<file path="config.mk">
export PLATFORM = sky130hd
export DESIGN_NAME = mem_arb
export DESIGN_NICKNAME = d
export VERILOG_FILES = /design/src/rtl/mem_arb_pkg.sv /design/src/rtl/mem_arb_pick.sv /design/src/rtl/mem_arb.sv
export SDC_FILE = /design/constraint.sdc
export NUM_CORES = 1
export LEC_CHECK = 0
export BUFFER_PORTS_ARGS = -buffer_cell sky130_fd_sc_hd__buf_2
export CORE_MARGIN = 2
export CORE_UTILIZATION = 35
export CTS_CLUSTER_SIZE = 20
export DETAILED_ROUTE_END_ITERATION = 16
export GPL_ROUTABILITY_DRIVEN = 0
export PLACE_DENSITY_LB_ADDON = 0.05
export SYNTH_ARGS = -nofsm -noshare
export SYNTH_HDL_FRONTEND = slang
export SYNTH_SLANG_ARGS = --single-unit
</file>
<file path="constraint.sdc">
create_clock -name clk -period 3.1 [get_ports clk]
set_clock_uncertainty 0.15 [all_clocks]
set_input_delay 0.465 -clock clk [delete_from_list [all_inputs] [get_ports clk]]
set_output_delay 0.465 -clock clk [all_outputs]
set_load 0.05 [all_outputs]
</file>
<file path="src/rtl/mem_arb_pkg.sv">
// Shared definitions for the two-requester memory arbiter: FSM encoding and owner ids.
package mem_arb_pkg;

  typedef enum logic [1:0] {
    IDLE = 2'b00,
    ACC  = 2'b01,
    RESP = 2'b10
  } state_t;

  localparam logic OWN_M0 = 1'b0;
  localparam logic OWN_M1 = 1'b1;

endpackage

</file>
<file path="src/rtl/mem_arb_pick.sv">
// Winner selection for mem_arb. ARB_RR_EN selects round-robin ties; otherwise m0 has fixed priority.
module mem_arb_pick
  import mem_arb_pkg::*;
(
  input  logic req0,
  input  logic req1,
  input  logic ptr,
  output logic winner
);

`ifdef ARB_RR_EN
  // ptr holds the last granted requester, so a tie goes to the other one
  always_comb begin
    if (req0 && req1) winner = ~ptr;
    else if (req0)    winner = OWN_M0;
    else if (req1)    winner = OWN_M1;
    else              winner = ptr;
  end
`else
  always_comb begin
    if (req0)      winner = OWN_M0;
    else if (req1) winner = OWN_M1;
    else           winner = ptr;
  end
`endif

endmodule

</file>
<file path="src/rtl/mem_arb.sv">
// Two-requester arbiter in front of a single-port, 1-cycle-latency memory.
// Tie policy is selected by the ARB_RR_EN macro (see mem_arb_pick).
module mem_arb
  import mem_arb_pkg::*;
#(
  parameter int ADDR_W = 32,
  parameter int DATA_W = 32
) (
  input  logic              clk,
  input  logic              rst,
  input  logic              m0_req,
  input  logic              m0_we,
  input  logic [ADDR_W-1:0] m0_addr,
  input  logic [DATA_W-1:0] m0_wdata,
  output logic              m0_ready,
  input  logic              m1_req,
  input  logic              m1_we,
  input  logic [ADDR_W-1:0] m1_addr,
  input  logic [DATA_W-1:0] m1_wdata,
  output logic              m1_ready,
  output logic [DATA_W-1:0] rdata,
  output logic [ADDR_W-1:0] mem_addr,
  output logic [DATA_W-1:0] mem_wdata,
  output logic              mem_we,
  input  logic [DATA_W-1:0] mem_rdata,
  output logic              busy,
  output logic              owner,
  output logic [1:0]        dbg_state
);

  // Handshake: a requester raises req with we/addr/wdata and holds them until
  // its ready pulses for one cycle; the access is committed once sampled in IDLE,
  // and a req still high during the ready cycle is a fresh request.

  state_t              state, state_n;
  logic                ptr;
  logic                winner;
  logic                lat_we;
  logic [ADDR_W-1:0]   lat_addr;
  logic [DATA_W-1:0]   lat_wdata;
  logic                any_req;

  assign any_req = m0_req | m1_req;

  mem_arb_pick u_pick (
    .req0   (m0_req),
    .req1   (m1_req),
    .ptr    (ptr),
    .winner (winner)
  );

  always_comb begin
    state_n = state;
    case (state)
      IDLE:    if (any_req) state_n = ACC;
      ACC:     state_n = RESP;
      RESP:    state_n = IDLE;
      default: state_n = IDLE;
    endcase
  end

  always_ff @(posedge clk) begin
    if (rst) begin
      state     <= IDLE;
      ptr       <= OWN_M1;
      owner     <= OWN_M0;
      lat_we    <= 1'b0;
      lat_addr  <= '0;
      lat_wdata <= '0;
      rdata     <= '0;
      m0_ready  <= 1'b0;
      m1_ready  <= 1'b0;
    end else begin
      state    <= state_n;
      m0_ready <= 1'b0;
      m1_ready <= 1'b0;
      case (state)
        IDLE: begin
          if (any_req) begin
            owner     <= winner;
            ptr       <= winner;
            lat_we    <= (winner == OWN_M1) ? m1_we    : m0_we;
            lat_addr  <= (winner == OWN_M1) ? m1_addr  : m0_addr;
            lat_wdata <= (winner == OWN_M1) ? m1_wdata : m0_wdata;
          end
        end
        RESP: begin
          rdata    <= mem_rdata;
          m0_ready <= (owner == OWN_M0);
          m1_ready <= (owner == OWN_M1);
        end
        default: ;
      endcase
    end
  end

  // Address/data stay on the latched values so the bus is quiet between accesses
  assign mem_addr  = lat_addr;
  assign mem_wdata = lat_wdata;
  assign mem_we    = (state == ACC) && lat_we;
  assign busy      = (state != IDLE);
  assign dbg_state = state;

endmodule
</file>
Word-level counts from Yosys, hierarchy flattened
Cells that the tools add are included.

word-level totals
  bits in registers = 103
  memory bits (read-only) = 0
  RAM bits = 0
  bits of input ports = 166
  latch bits = 0
  logic and storage cells = 27
  output and inout bits = 103
  memories = 0

operators by class
  $mul = 0
  mux-type cells = 7
  add/subtract/negate cells = 0
  bitwise gates (word level) = 3
  equality and inequality tests = 3
  order comparisons = 0
  div/mod/pow operators = 0
  shifts and indexed selects = 0
  reduce and logical (&&, ||, !) cells = 5

operators by type and width
  kind                                           number
  2-to-1 mux 32 bit                              2
  case mux 2 bit (2 select lines)                1
  2-to-1 mux 1 bit                               3
  == test 2 x 1 -> 1 bit, second input constant  1
  == test 2 bit, second input constant           1
  logical NOT 2 bit                              1
  2-to-1 mux 2 bit                               1
  != test 2 bit, second input constant           1
  inverter 1 bit                                 2
  AND reduction 2 bit                            1
  nonzero test 2 bit                             1
  OR reduction 2 bit                             1
  logical AND 1 bit                              1
  bitwise OR 1 bit                               1

Logic depth before layout (Yosys ltp)
  word-level depth = 3
  mapped depth = 6
  mapped depth without buffers = 3

Hierarchy
From an unflattened synthesis, not the netlist that was laid out.

unflattened totals
  cell total of the unflattened synthesis = 460
  area, all modules = 4,609.4 sq um

modules (own cells, without submodules)
  module        cells each  times used  area each (sq um)
  mem_arb       459         1           4,599.4
  mem_arb_pick  1           1           10.0

Worst setup path before layout
OpenSTA, ideal clock, no wires.

  path type = reg2out
  from = reg state[0] (netlist: dbg_state[0])
  to = out mem_we
  stages on the path, launching flop included = 2
  arrival = 1.942 ns
  slack = 0.543 ns
  path buffers = 0
  cell sequence = dfxtp_1 > nor3b_1

on the way
  cells in the longest elaborated chain, start to end = 2

ends and longest elaborated chain
  item                    RTL line        text
  start, declared         mem_arb.sv:35   state_t state, state_n;
  start signal, assigned  mem_arb.sv:74   state <= state_n;
  == test 2 x 1 -> 1 bit  mem_arb.sv:100  assign mem_we = (state == ACC) && lat_we;
  logical AND 1 bit       mem_arb.sv:100
  end, declared           mem_arb.sv:24   output logic mem_we,

No other way between the ends.

Worst setup path in the final report
  from = reg state[1] (netlist: dbg_state[1])
  to = out busy

on the way
  cells in the longest elaborated chain, start to end = 1

ends and longest elaborated chain
  item                RTL line        text
  nonzero test 2 bit  mem_arb.sv:101  assign busy = (state != IDLE);
  end, declared       mem_arb.sv:26   output logic busy,

No other way between the ends.

==> impl_metrics.tcl <==
set metrics [dict create \
    fmax_mhz 437 \
    powerDensity_nw_per_um2 570 \
    cts_sinks 102 \
    tightest_slew_ns 0.704 \
    gr-usage-all-layers 0.178 \
    portBuffers 268 \
    netlist_top_cells_count "inv_1, dfxtp_1, nor2_1" \
    fillers 1429 \
    htree_levels 3 \
    wl_mm 13.9 \
    ys_ff_latch 102 \
    clk_latency_ns 0.35 \
    leakage_nw 3.38 \
    power.share.sequential 0.391 \
    yosysTopAreaCell "dfxtp_1" \
    via_count 4814 \
    cts_resized 0 \
    critPathMaxStageDelay_ns 0.46 \
    synth.top_cell.area_share 0.416 \
    p_int_w 0.00247 \
    timing.setup.critical_path_class "reg2out" \
    setup_slack_ns 0.810 \
    dieWidth_um 122 \
    slew_headroom 0.530 \
    p_comb_frac 0.291 \
    ios 269 \
    seq_area_um2 2040 \
    post_drt_wl_per_cell_um 13.7 \
    path_cells "nor2_4 -> buf_4 -> inv_1 -> buf_2" \
    critPathCaptureType "output port" \
    synth-async-reset-ratio 0 \
    cts_buffers 9 \
    power_switching_w 0.00132 \
    fin_crit_sh 0.739 \
    diodes 0 \
    switching_share 0.349 \
    grt_pass1_vias 4321 \
    syn2layout_area_growth_pct 35.3 \
    synth_edf_count 0 \
    multi_input_area_um2 2120 \
    die_area_um2 15000 \
    start_kind "flip-flop" \
    clk_pin_slew_worst_paths_ns 0.07 \
    clockRootBuffer "clkbuf_16" \
    grt-ovfl-total 0 \
    drt_iter0_markers 230 \
    netlist_instances 591 \
    vdd_drop_max_v 0.000258 \
    setup-violations-final 0 \
    ys_warn_count 0 \
    synth_top_flop_cell "dfxtp_1" \
    final.min_clock_period_ns 2.29 \
    p_clk_frac 0.318 \
    initial_core_util 0.357 \
    max-cap-violations 0 \
    hold_viol 0 \
    syn_nets 757 \
    finalMaxSlewViolations 0 \
    setup_tns_ns 0 \
    grt_start_max_net_pins 85 \
    layout-drive-gt1-share 0.405 \
    postCtsSetupBuffers 0 \
    pre_cts_ws_ns 1.04 \
    crit_required_ns 2.48 \
    firstDrtPassIters 5 \
    syn-cell-area_um2 4910 \
    routed_via_density 4.77 \
    fp-row-count 43 \
    rsz0062_at_grt "false" \
    die_h_um 122 \
    clk_path_buf_depth 2 \
    slowest_stage "buf_4" \
    post-synth-top-count-cell "inv_1" \
    grt_pass1_wl_mm 21.1 \
    crit_arrival_ns 1.67 \
    synth.area.top_cells "dfxtp_1, a221oi_2, a22o_1, inv_1, nor2_1" \
    fp.coreArea_um2 13800 \
    cts_tree "built" \
    syn_avg_cell_area_um2 8.31 \
    netlist-cell-type-count 20 \
    hp-class "in2reg" \
    seq_area_frac_synth 0.416 \
    antenna_found_initial 0 \
    drc 0 \
    outcome "finished, final reports clean" \
    hold_buffers 0 \
    crit_fanout 33 \
    final_nets 991 \
    dpl.hpwl_mm 9.85 \
    antenna_left 0 \
]
## state kept, by name, indices dropped and copies added, names as in the netlist
signal	flops
m0_ready	1
rdata	32
lat_we	1
m1_ready	1
mem_wdata	32
mem_addr	32
owner	1
dbg_state	2
## logic make-up after synthesis
family	Yosys count	share of synthesized area
buf+inv	186	0.155
compound gates	164	0.317
simple gates	139	0.112
flops	102	0.416
## per-layer routing
| layer | vias up | share of wire | wire length (µm) | global-route usage |
|---|---|---|---|---|
| met5 | - | 0 | 0 | 0 |
| met4 | 0 | 0.020 | 273 | 0.0740 |
| met3 | 15 | 0.076 | 1050 | 0.0460 |
| met2 | 170 | 0.48 | 6600 | 0.293 |
| met1 | 2188 | 0.43 | 5930 | 0.221 |
| li1 | 2441 | - | - | - |
## per-stage QoR
stage / cells / instance area [µm²] / util / total power (W) / hold slack (ns)
finish: 1010 / 6640 / 0.482 / 0.00379 / 0.196
global route: 1010 / 6640 / 0.482 / 0.00398 / 0.193
CTS: 1010 / 6640 / 0.482 / 0.00385 / 0.181
detailed placement: 994 / 6330 / 0.459 / 0.00263 / 0.293
global placement: 994 / 6330 / 0.459 / 0.00261 / 0.288
floorplan: 591 / 4910 / - / 0.00233 / 0.303
## power by group through the flow
stage,Clock (W),Sequential (W),Combinational (W)
after floorplan,0,0.00190,0.000425
after global placement,0,0.00151,0.00110
after detailed placement,0,0.00151,0.00111
after CTS,0.00125,0.00148,0.00112
after global routing,0.00130,0.00150,0.00118
final,0.00120,0.00148,0.00110
## final timing paths
kind / startpoint / to / slack, ns / cells past startpoint
min: mem_rdata[5] / rdata[5] / 0.20 / 3
max reg2reg: dbg_state[1] / mem_addr[30] / 1.41 / 4
min reg2reg: rdata[12] / rdata[12] / 0.30 / 2
max: dbg_state[1] / busy / 0.81 / 4
## worst max-delay path, delay by kind of cell (launching register included)
family                 cells  cell delay (ns)
buffers and inverters      3             0.75
flip-flops                 1             0.37
AND/OR/NAND/NOR            1             0.17
## area by class of cell
class,count,share of cell area
inverters,131,0.0740
clock inverters,6,0.0130
clock buffers,10,0.0345
repair buffers,278,0.218
flip-flops and latches,102,0.307
multi-input cells,303,0.320
well taps,180,0.0339
## cell usage in the layout, fill, tap and decap left out, drive strengths merged, types with 2 or more instances in the layout
cell	n
bufinv	2
nor2	67
dfxtp	102
clkinv	3
nor3	2
inv	131
a22o	65
a21oi	33
nand2	64
buf	278
nor3b	3
clkbuf	10
a221oi	65
(Power assumes the default switching activity.)
